## config.mk

```make
export PLATFORM = sky130hd
export DESIGN_NAME = cell_upscaler
export DESIGN_NICKNAME = d
export VERILOG_FILES = /design/src/rtl/conware_pkg.sv /design/src/rtl/cell_line_buffer.sv /design/src/rtl/cell_upscaler.sv
export SDC_FILE = /design/constraint.sdc
export NUM_CORES = 1
export LEC_CHECK = 0
export BUFFER_PORTS_ARGS = -buffer_cell sky130_fd_sc_hd__buf_4
export CORE_MARGIN = 2
export CORE_UTILIZATION = 35
export CTS_CLUSTER_SIZE = 24
export DETAILED_ROUTE_END_ITERATION = 12
export PLACE_DENSITY_LB_ADDON = 0.12
export SLEW_MARGIN = 20
export SYNTH_ARGS = -nofsm -noshare
export SYNTH_HDL_FRONTEND = slang
export SYNTH_SLANG_ARGS = --single-unit
```

## constraint.sdc

```tcl
create_clock -name clk -period 2.9 [get_ports clk]
set_input_delay 0.29 -clock clk [delete_from_list [all_inputs] [get_ports clk]]
set_output_delay 0.29 -clock clk [all_outputs]
set_load 0.005 [all_outputs]
```

## src/rtl/conware_pkg.sv

```systemverilog
// Shared definitions for the Conway display path: FSM state encoding and width helpers.
package conware_pkg;

   localparam logic ST_FILL = 1'b0;
   localparam logic ST_EMIT = 1'b1;

   function automatic int unsigned clog2(input int unsigned n);
      int unsigned r;
      int unsigned v;
      r = 0;
      v = 1;
      while (v < n) begin
         v = v << 1;
         r = r + 1;
      end
      return r;
   endfunction

   // Counter width: never narrower than one bit, even for a range of one.
   function automatic int unsigned cnt_w(input int unsigned n);
      return clog2((n < 2) ? 2 : n);
   endfunction

endpackage

```

## src/rtl/cell_line_buffer.sv

```systemverilog
// One cell row of colour words: single write port, asynchronous read port.
module cell_line_buffer
   import conware_pkg::*;
#(
   parameter  int unsigned DWIDTH = 32,
   parameter  int unsigned WIDTH  = 4,
   localparam int unsigned AW     = cnt_w(WIDTH)
) (
   input  logic              clk,
   input  logic              we,
   input  logic [AW-1:0]     waddr,
   input  logic [DWIDTH-1:0] wdata,
   input  logic [AW-1:0]     raddr,
   output logic [DWIDTH-1:0] rdata
);

   logic [DWIDTH-1:0] mem [WIDTH];

   // Contents are only read after the whole row has been written, so no reset.
   always_ff @(posedge clk) begin
      if (we) mem[waddr] <= wdata;
   end

   assign rdata = mem[raddr];

endmodule

```

## src/rtl/cell_upscaler.sv

```systemverilog
// Buffers one cell row and replays it SCALE times as SCALE x SCALE pixel blocks
// on a video-style AXI stream (TUSER = start of frame, TLAST = end of line).
module cell_upscaler
   import conware_pkg::*;
#(
   parameter int unsigned DWIDTH = 32,
   parameter int unsigned WIDTH  = 4,
   parameter int unsigned HEIGHT = 4,
   parameter int unsigned SCALE  = 8
) (
   input  logic              clk,
   input  logic              rst,
   input  logic [DWIDTH-1:0] S_AXIS_TDATA,
   input  logic              S_AXIS_TVALID,
   input  logic              S_AXIS_TLAST,
   output logic              S_AXIS_TREADY,
   output logic [DWIDTH-1:0] M_AXIS_TDATA,
   output logic              M_AXIS_TVALID,
   input  logic              M_AXIS_TREADY,
   output logic              M_AXIS_TLAST,
   output logic              M_AXIS_TUSER,
   output logic              frame_err
);

   localparam int unsigned CW    = cnt_w(WIDTH);
   localparam int unsigned XW    = cnt_w(WIDTH * SCALE);
   localparam int unsigned SW    = cnt_w(SCALE);
   localparam int unsigned RW    = cnt_w(HEIGHT);
   localparam int unsigned SHIFT = clog2(SCALE);
   localparam int unsigned XLAST = WIDTH * SCALE - 1;

   logic          state;
   logic [CW-1:0] col;
   logic [XW-1:0] x;
   logic [SW-1:0] sub;
   logic [RW-1:0] row;
   logic          short_frame;
   logic          s_ready_q;
   logic          m_valid_q;
   logic          m_last_q;
   logic          m_user_q;
   logic          err_q;

   logic          accept;
   logic          col_end;
   logic          row_end;
   logic          x_end;
   logic          sub_end;
   logic [CW-1:0] raddr;

   assign accept  = (state == ST_FILL) && S_AXIS_TVALID;
   assign col_end = (col == CW'(WIDTH - 1));
   assign row_end = (row == RW'(HEIGHT - 1));
   assign x_end   = (x == XW'(XLAST));
   assign sub_end = (sub == SW'(SCALE - 1));
   assign raddr   = CW'(x >> SHIFT);

   cell_line_buffer #(
      .DWIDTH (DWIDTH),
      .WIDTH  (WIDTH)
   ) u_line_buffer (
      .clk   (clk),
      .we    (accept),
      .waddr (col),
      .wdata (S_AXIS_TDATA),
      .raddr (raddr),
      .rdata (M_AXIS_TDATA)
   );

   // FSM, counters, TLAST check and registered handshake/flag outputs.
   always_ff @(posedge clk or posedge rst) begin
      if (rst) begin
         state       <= ST_FILL;
         col         <= '0;
         x           <= '0;
         sub         <= '0;
         row         <= '0;
         short_frame <= 1'b0;
         s_ready_q   <= 1'b1;
         m_valid_q   <= 1'b0;
         m_last_q    <= 1'b0;
         m_user_q    <= 1'b0;
         err_q       <= 1'b0;
      end else begin
         err_q <= 1'b0;
         case (state)
            ST_FILL: begin
               if (S_AXIS_TVALID) begin
                  if (S_AXIS_TLAST && !col_end) begin
                     // Partial row: drop it and restart the frame.
                     err_q <= 1'b1;
                     col   <= '0;
                     row   <= '0;
                  end else if (col_end) begin
                     col         <= '0;
                     state       <= ST_EMIT;
                     s_ready_q   <= 1'b0;
                     m_valid_q   <= 1'b1;
                     m_last_q    <= (XLAST == 0);
                     m_user_q    <= (row == '0);
                     err_q       <= (S_AXIS_TLAST != row_end);
                     short_frame <= S_AXIS_TLAST && !row_end;
                  end else begin
                     col <= col + CW'(1);
                  end
               end
            end
            default: begin
               if (M_AXIS_TREADY) begin
                  m_user_q <= 1'b0;
                  if (x_end) begin
                     x        <= '0;
                     m_last_q <= (XLAST == 0);
                     if (sub_end) begin
                        sub         <= '0;
                        state       <= ST_FILL;
                        s_ready_q   <= 1'b1;
                        m_valid_q   <= 1'b0;
                        m_last_q    <= 1'b0;
                        short_frame <= 1'b0;
                        row         <= (row_end || short_frame) ? '0 : row + RW'(1);
                     end else begin
                        sub <= sub + SW'(1);
                     end
                  end else begin
                     x        <= x + XW'(1);
                     m_last_q <= ((x + XW'(1)) == XW'(XLAST));
                  end
               end
            end
         endcase
      end
   end

   assign S_AXIS_TREADY = s_ready_q;
   assign M_AXIS_TVALID = m_valid_q;
   assign M_AXIS_TLAST  = m_last_q;
   assign M_AXIS_TUSER  = m_user_q;
   assign frame_err     = err_q;

endmodule
```

After elaboration in Yosys (flattened, before gate mapping)
Memories as Yosys holds them, arrays and structs flattened.
Cells that the tools add are included.
{"block": "totals", "elab_cells": 93, "mem_bits_rw": 128, "output_inout_bits": 37, "n_memories": 1, "inputBits": 37, "reg_bits": 19}
{"memory": "u_line_buffer.mem", "words": 4, "word_bits": 32, "rd": 1, "rd_ports_with_merged_regs": 0, "wr": 1, "line_no": "cell_line_buffer.sv:17", "source": "logic [DWIDTH-1:0] mem [WIDTH];"}
{"block": "classes", "bitwise_logic": 1, "n_eq_ne": 10, "n_addsub": 4, "mux": 50, "n_reduce_logical": 16}
{"op": "two-way mux 1 bit", "n": 39}
{"op": "two-way mux 2 bit", "n": 9}
{"op": "== test 5 bit (second input constant)", "n": 2}
{"op": "AND reduction 6 bit", "n": 1}
{"op": "nonzero test 2 bit", "n": 3}
{"op": "adder 5 x 1 -> 5 bit (second input constant)", "n": 1}
{"op": "two-way mux 5 bit", "n": 1}
{"op": "AND reduction 5 bit", "n": 1}
{"op": "adder 2 x 1 -> 2 bit (second input constant)", "n": 2}
{"op": "== test 2 bit (second input constant)", "n": 2}
{"op": "inequality test 2 x 1 -> 1 bit (second input constant)", "n": 2}
{"op": "inequality test 2 bit (second input constant)", "n": 2}
{"op": "AND reduction 2 bit", "n": 2}
{"op": "AND reduction 4 bit", "n": 1}
{"op": "adder 3 x 1 -> 3 bit (second input constant)", "n": 1}
{"op": "== test 3 bit (second input constant)", "n": 1}
{"op": "logical AND 1 bit", "n": 3}
{"op": "two-way mux 3 bit", "n": 1}
{"op": "AND reduction 3 bit", "n": 1}
{"op": "logical NOT 1 bit", "n": 2}
{"op": "logical NOT 2 bit", "n": 1}
{"op": "logical OR 1 bit", "n": 1}
{"op": "inequality test 1 bit", "n": 1}
{"op": "inverter 1 bit", "n": 1}

Depth between registers and ports, before layout
Gate-level depths: netlist of run 1.
{"block": "depth", "ltp_word": 7, "depth_mapped": 7, "depth_no_buf": 6}

Cells and area by module
From an unflattened synthesis of run 1, not the netlist that was laid out.
{"block": "unflattened", "hier_cells": 264, "area_unflattened_um2": 5724.2}
{"mod": "cell_line_buffer", "area_each_um2": 4689.5, "cells_per_inst": 171, "seq_area_each_um2": 3843.7, "n_inst": 1}
{"mod": "cell_upscaler", "area_each_um2": 1034.7, "cells_per_inst": 93, "seq_area_each_um2": 476.7, "n_inst": 1}

Worst setup path after synthesis of run 1
Ideal clock, no wire load.
{"block": "synth_timing", "path_kind": "reg-to-reg", "startpoint": "register col[1]", "endpoint": "memory u_line_buffer.mem[3][0], enable pin", "stages_incl_launch_ff": 4, "n_path_buf": 0, "period_less_slack_ps": 1847, "setup_time_ps": 388, "setup_slack_ps": 1053, "t_arrival_ps": 1459, "required_time_ps": 2512, "cell_sequence": "dfrtp_1 ha_1 nand3b_4 inv_1"}
{"item": "from (decl)", "line_no": "cell_upscaler.sv:33", "source": "logic [CW-1:0] col;"}
{"item": "from (signal assigned)", "line_no": "cell_upscaler.sv:104", "source": "col <= col + CW'(1);"}
{"item": "to (decl)", "line_no": "cell_line_buffer.sv:17"}
No word-level cell before the write port.

Final worst setup path of run 1
{"block": "layout_timing", "startpoint": "register x[4]", "endpoint": "output M_AXIS_TDATA[9]"}
{"block": "layout_between", "elab_chain_len": 1}
{"item": "from (decl)", "line_no": "cell_upscaler.sv:34", "source": "logic [XW-1:0] x;"}
{"item": "from (signal assigned)", "line_no": "cell_upscaler.sv:126", "source": "x <= x + XW'(1);"}
{"item": "memory (4 x 32 bit)"}
{"item": "to (decl)", "line_no": "cell_upscaler.sv:17", "source": "output logic [DWIDTH-1:0] M_AXIS_TDATA,"}
Every way passes these cells.

==> impl_metrics.py, run 1 <==
metrics = {
    "run_status": {
        "status": "finished clean",
    },
    "global_route": {
        "grt_pass1_wl_um": 17300,
        "grt_start_max_net_pins": 24,
        "antenna_found_initial": 0,
        "grt_overflow_total": 0,
        "grtUsageTotal_pct": 13.6,
        "first_global_vias": 3117,
    },
    "logic_synthesis": {
        "synthAdderAreaFrac_pct": 2.87,
        "avgSynthCellArea_um2": 21.0,
        "ys_ff_latch": 147,
        "muxShareOfSynthArea_pct": 13.5,
        "synth_compound_area_share_pct": 2.03,
        "syn_inst": 270,
        "synth_largest_area_cell": "edfxtp_1",
        "netlist_area_um2": 5670,
        "synth-simple-area-share_pct": 3.47,
        "seq_area_frac_synth_pct": 76.3,
        "synthXorXnorAreaFrac_pct": 0,
        "syn_nets": 320,
        "synth_top_family_by_area": "multiplexers",
        "synth_top_area_share_pct": 67.8,
        "ys.warnings.count": 0,
        "netlist_top_cells_area": "edfxtp_1, mux4_2, dfrtp_1, ha_1, buf_6",
        "yosysUniqueCellTypes": 33,
    },
    "final_layout": {
        "nFillCells": 1389,
        "layout_common_cells": "edfxtp_1, buf_4, mux4_2",
        "final_common_cell": "edfxtp_1",
        "drive_above_1_share_pct": 42.0,
        "fin_util_pct": 44.7,
        "diodes": 0,
        "multi_input_area_um2": 1240,
        "nets": 413,
        "finish.instance_area_um2": 7070,
        "seq_area_um2": 4320,
        "final_cells": 592,
        "syn_to_final_growth_pct": 24.8,
    },
    "sta": {
        "slew_headroom_pct": 47.2,
        "worst_pin_slew_ns": 0.791,
        "fmax_ghz": 0.447,
        "hold_viol": 0,
        "min_period_ns": 2.24,
        "setup-tns-final_ns": 0,
        "fin_worst_skew_ns": 0.00920,
        "rsz0062_at_grt": "false",
        "fin_crit_sh_pct": 77.2,
        "finalSetupViolations": 0,
        "slew_viol_final": 0,
    },
    "route": {
        "viasPerCell": 4.74,
        "wire_per_inst_um": 18.1,
        "first_pass_iters": 4,
        "drtIter0Drc": 161,
        "via_count": 2804,
        "postRouteAntennaNets": 0,
        "routed_wirelength_um": 10700,
        "drc": 0,
    },
    "clocking": {
        "h-tree-depth": 4,
        "cts_sinks": 147,
        "cts_resized": 0,
        "cts_buffers": 17,
        "cts_setup_buffers": 0,
        "cts_tree": "built",
        "cts_buffer_depth": 2,
        "cts-root-buf": "clkbuf_16",
        "hold_buffers": 0,
        "clk_pin_slew_ns": 0.06,
        "clk_latency_ns": 0.43,
    },
    "pwr": {
        "powerDensity_nw_per_um2": 848,
        "leakage_nw": 2.57,
        "ir_drop_uv": 507,
    },
    "worst_setup_path": {
        "worst_path_most_repeated_cell": "buf_4",
        "worstSetupEndpointType": "output pin",
        "critPathLaunchType": "flip-flop",
        "required_ns": 2.61,
        "crit_slowest_cell": "dfrtp_2",
        "crit_chain": "buf_4, mux4_2, buf_4",
        "path_max_fanout": 23,
        "slowest_delay_ns": 0.56,
        "critPathKind": "reg2out",
        "critPathArrivalTime_ns": 1.95,
    },
    "place": {
        "placement.io_buffers": 73,
        "dp.final_hpwl_um": 6870,
        "dp_cells": 560,
        "place_congestion": 0.716,
        "placed_area_um2": 6510,
    },
    "die": {
        "dieArea_um2": 17200,
        "rows": 46,
        "dieWidth_um": 131,
        "fp.coreArea_um2": 15800,
        "io_pins": 74,
        "die_y_um": 131,
        "initial_core_util_pct": 35.8,
    },
    "worst_hold_path": {
        "hold_path_class": "in2async",
    },
    "flow_run": {
        "cap_violations": 0,
    },
}
==> critical path, delay by kind of cell (launching register included) <==
kind	cells	cell delay, ns
mux	1	0.40
buf+inv	2	0.56
flops	1	0.56
==> cells by family after synthesis <==
kind of cell,count (synthesis)
buffers and inverters,19
and+or+nand+nor,37
DFF,147
adders and majority gates,13
muxes,36
AOI/OAI and AO/OA,18
==> power breakdown <==
part           internal [mW]  total (mW)  switching [mW]  leakage [nW]
logic                  0.687        1.27           0.579         0.886
registers               2.54        2.66           0.114          1.40
clock network           1.13        2.07           0.937         0.281
total                   4.36        5.99            1.63          2.57
==> synth_stat cells (all sizes together) <==
| master | n |
|---|---|
| edfxtp | 128 |
| mux4 | 32 |
| dfrtp | 18 |
| ha | 13 |
| nand2 | 11 |
| inv | 10 |
| o21ai | 9 |
| buf | 8 |
| nand3 | 6 |
| nor2 | 5 |
| and2 | 3 |
| mux2 | 3 |
| nand2b | 3 |
| a21oi | 2 |
| nor2b | 2 |
| nor3 | 2 |
| a21o | 1 |
| a221o | 1 |
| a22o | 1 |
| a32o | 1 |
| and3 | 1 |
| clkbuf | 1 |
| dfstp | 1 |
| mux2i | 1 |
| nand3b | 1 |
| nand4 | 1 |
| o21a | 1 |
| o31a | 1 |
| o31ai | 1 |
| or2 | 1 |
| or4 | 1 |
==> worst paths after layout <==
path,startpoint,to,slack (ns),cells after the start
worst max-delay path,x[4],M_AXIS_TDATA[9],0.66,3
worst min-delay path,rst,sub[0],0.01,2
worst max register to register,x[3],row[1],0.96,6
worst min register to register,sub[1],sub[1],0.51,1
max in group asynchronous,rst,x[3],2.33,2
min in group clk,S_AXIS_TDATA[5],u_line_buffer.mem[3][5],0.06,1
==> through the flow <==
stage | setup WS, ns | power, mW | hold WS (ns)
floorplan | 1.05 | 3.43 | 0.240
detailed placement | 0.923 | 4.01 | 0.493
global placement | 0.972 | 4.00 | 0.490
finish | 0.661 | 5.99 | 0.0139
CTS | 0.605 | 6.10 | 0.0314
global route | 0.552 | 6.32 | 0.0414
==> state kept, by name, summed over array words and instances (netlist names), 2 cells and up <==
| signal | count |
|---|---|
| col | 2 |
| row | 2 |
| sub | 3 |
| u_line_buffer.mem | 128 |
| x | 5 |
==> layout make-up <==
class / instances / area share (%)
Sequential cell: 147 / 61.1
Multi-Input combinational cell: 104 / 17.6
Tap cell: 216 / 3.82
Inverter: 10 / 0.531
Clock inverter: 15 / 1.93
Clock buffer: 17 / 6.02
Timing Repair Buffer: 83 / 8.99
==> metal layers <==
metal  GRT usage [%]  share of wire (%)
met5               0                  0
met4            5.74                1.6
met3            4.71                5.2
met2            22.0                 50
met1            16.7                 43
(Power assumes the default switching activity.)
==> run 2: changes to the inputs <==
--- a/config.mk
+++ b/config.mk
@@ -5,6 +5,7 @@
 export SDC_FILE = /design/constraint.sdc
 export NUM_CORES = 1
 export LEC_CHECK = 0
+export ABC_AREA = 1
 export BUFFER_PORTS_ARGS = -buffer_cell sky130_fd_sc_hd__buf_4
 export CORE_MARGIN = 2
 export CORE_UTILIZATION = 35
==> constraint.sdc (replaced) <==
create_clock -name clk -period 1.9 [get_ports clk]
set_input_delay 0.19 -clock clk [delete_from_list [all_inputs] [get_ports clk]]
set_output_delay 0.19 -clock clk [all_outputs]
set_load 0.005 [all_outputs]
==> run 2 against run 1 <==
Against the previous run: area after synthesis rose by 3.3%; critical path depth rose by 2; largest power group unchanged; highest routed layer unchanged; via count rose by 36%; routed wire length rose by 24%; critical endpoint is now M_AXIS_TDATA[30]; largest cell class unchanged; sequential power rose by 37%.
==> impl_metrics.py, run 2 <==
metrics = {
    "sta": {
        "min_period_ns": 1.83,
        "hold_viol": 0,
        "fmax_ghz": 0.546,
        "worst_pin_slew_ns": 0.740,
        "fin_crit_sh_pct": 96.4,
        "setup_slack_ns": 0.0681,
        "finalSetupViolations": 0,
        "fin_worst_skew_ns": 0.00874,
        "slew_viol_final": 0,
        "slew_headroom_pct": 50.6,
    },
    "final_layout": {
        "final_common_cell": "edfxtp_1",
        "multi_input_area_um2": 1350,
        "seq_area_um2": 4320,
        "layout_common_cells": "edfxtp_1, buf_4, nor2_1, o21ai_0, nand2_1",
        "finish.instance_area_um2": 7860,
        "drive_above_1_share_pct": 27.1,
        "nets": 619,
        "diodes": 0,
        "largest_reg_flops": 128,
        "largest_register": "u_line_buffer.mem",
        "syn_to_final_growth_pct": 34.4,
        "nFillCells": 1483,
        "reg_top3": "u_line_buffer.mem x128, x x5, sub x3",
    },
    "clocking": {
        "clk_latency_ns": 0.42,
        "cts_buffers": 17,
        "h-tree-depth": 4,
        "cts_buffer_depth": 2,
        "cts-root-buf": "clkbuf_16",
        "cts_tree": "built",
        "cts_sinks": 147,
        "clk_pin_slew_ns": 0.06,
    },
    "route": {
        "via_count": 3825,
        "postRouteAntennaNets": 0,
        "wire_per_inst_um": 16.5,
        "routed_wirelength_um": 13300,
        "drtIter0Drc": 199,
        "first_pass_iters": 4,
        "drc": 0,
        "viasPerCell": 4.77,
    },
    "die": {
        "dieArea_um2": 17800,
        "initial_core_util_pct": 35.5,
        "io_pins": 74,
        "dieWidth_um": 133,
        "die_y_um": 133,
        "fp.coreArea_um2": 16500,
        "rows": 47,
    },
    "flow_run": {
        "cap_violations": 0,
    },
    "logic_synthesis": {
        "avgSynthCellArea_um2": 13.3,
        "ys.warnings.count": 0,
        "synth_largest_area_cell": "edfxtp_1",
        "synth_common_cells": "edfxtp_1, o21ai_0, nor2_1",
        "ys_ff_latch": 147,
        "seq_area_frac_synth_pct": 73.8,
        "netlist_area_um2": 5850,
        "yosysUniqueCellTypes": 28,
        "synth_top_area_share_pct": 65.7,
        "synth_edf_count": 128,
        "netlist_top_cells_area": "edfxtp_1, dfrtp_1, o21ai_0, nor2_1, o22ai_1",
        "synth_most_common_cell": "edfxtp_1",
        "syn_nets": 491,
        "ys.flop_type": "edfxtp_1",
        "syn_inst": 441,
        "async_reset_ff_share_pct": 12.9,
    },
    "worst_hold_path": {
        "hold_start": "M_AXIS_TREADY",
        "whs_endpoint": "state",
        "hold_path_class": "in2reg",
        "hold_depth": 2,
    },
    "global_route": {
        "met3_usage_pct": 4.26,
        "use_met1_pct": 19.5,
        "use_met2_pct": 25.6,
        "grt_overflow_total": 0,
        "antenna_found_initial": 0,
        "grt_pass1_wl_um": 20700,
        "grtUsageTotal_pct": 15.5,
        "busiest_layer": "met2",
        "first_global_vias": 3869,
        "grt_start_max_net_pins": 34,
    },
    "worst_setup_path": {
        "worstSetupEndpointType": "output pin",
        "path_max_fanout": 16,
        "critPathKind": "reg2out",
        "r2r_slack_ns": 0.21,
        "required_ns": 1.71,
        "critPathLaunchType": "flip-flop",
        "r2r_end": "row[1]",
        "reg2regPathDepth": 11,
        "critPathArrivalTime_ns": 1.64,
        "r2r_start": "x[3]",
    },
    "place": {
        "dp.final_hpwl_um": 7810,
        "place_ws_ns": 0.215,
        "placement.io_buffers": 73,
        "placed_area_um2": 6760,
        "place_congestion": 0.745,
    },
    "pwr": {
        "ir_drop_uv": 876,
        "powerDensity_nw_per_um2": 1280,
        "leakage_nw": 2.98,
    },
    "run_status": {
        "status": "finished clean",
    },
}
==> run 2: what timing repair did <==
item                       in CTS  in global routing
hold endpoints to repair      146                  0
buffers inserted                0                  5
pin swaps                       0                  1
setup endpoints to repair      25                 28
hold buffers                   33                  0
gates resized for setup         5                 17
gates cloned                    1                  1
==> run 2: kinds of logic (layout without fill, tap and decap cells) <==
logic type,Yosys count,count (layout),share of synthesized area (%)
AO/OA/AOI/OAI,105,105,9.94
AND/OR/NAND/NOR,133,133,9.77
adder cells (fa/ha/maj),13,13,2.78
buffers and inverters,43,184,3.70
flip-flops,147,147,73.8
==> run 2: metal layers <==
metal / part of all wire (%) / wire (um) / vias up
met4: 1.4 / 185 / 0
li1: - / - / 1849
met5: 0 / 0 / -
met3: 4.0 / 537 / 16
met2: 48 / 6340 / 82
met1: 47 / 6200 / 1878
==> run 2: how the worst max path moves through the flow <==
stage | startpoint | slack (ns) | cells past startpoint | to
after floorplan | state | -0.10 | 3 | u_line_buffer.mem[0][0]
after global placement | x[0] | 0.28 | 11 | row[0]
after detailed placement | x[0] | 0.21 | 11 | row[1]
after CTS | x[3] | -0.02 | 5 | M_AXIS_TDATA[10]
after global routing | x[4] | -0.0007 | 5 | M_AXIS_TDATA[24]
final | x[3] | 0.07 | 5 | M_AXIS_TDATA[30]
==> run 2: stage by stage <==
step                       TNS (ns)  total power [mW]  hold WS, ns  instances  util (%)
after global placement            0              6.21        0.368        730      41.1
after detailed placement          0              6.23        0.374        730      41.1
final                             0              10.1       0.0199        802      47.8
after floorplan               -9.64              5.02        0.140        441         -
after CTS                   -0.0611              9.99      0.00128        796      47.2
after global routing      -0.000653              10.6       0.0117        802      47.8
==> run 2: worst max-delay path, cell delays in order, from the launching register on <==
cell and delay (ns):
dfrtp_2 0.47, buf_4 0.18, clkbuf_16 0.19, nor2_1 0.14
o22ai_2 0.10, buf_4 0.14
==> run 2: cell type report <==
| class | instances | share of cell area (%) |
|---|---|---|
| Sequential cell | 147 | 55.0 |
| Multi-Input combinational cell | 251 | 17.2 |
| Timing Repair Buffer | 129 | 14.9 |
| Clock buffer | 17 | 5.41 |
| Tap cell | 220 | 3.50 |
| Clock inverter | 15 | 2.63 |
| Inverter | 23 | 1.35 |
==> run 2: report_power, final <==
group	internal [mW]	switching, mW
logic	1.37	1.51
clock network	2.21	1.33
registers	3.56	0.0810
total	7.14	2.92
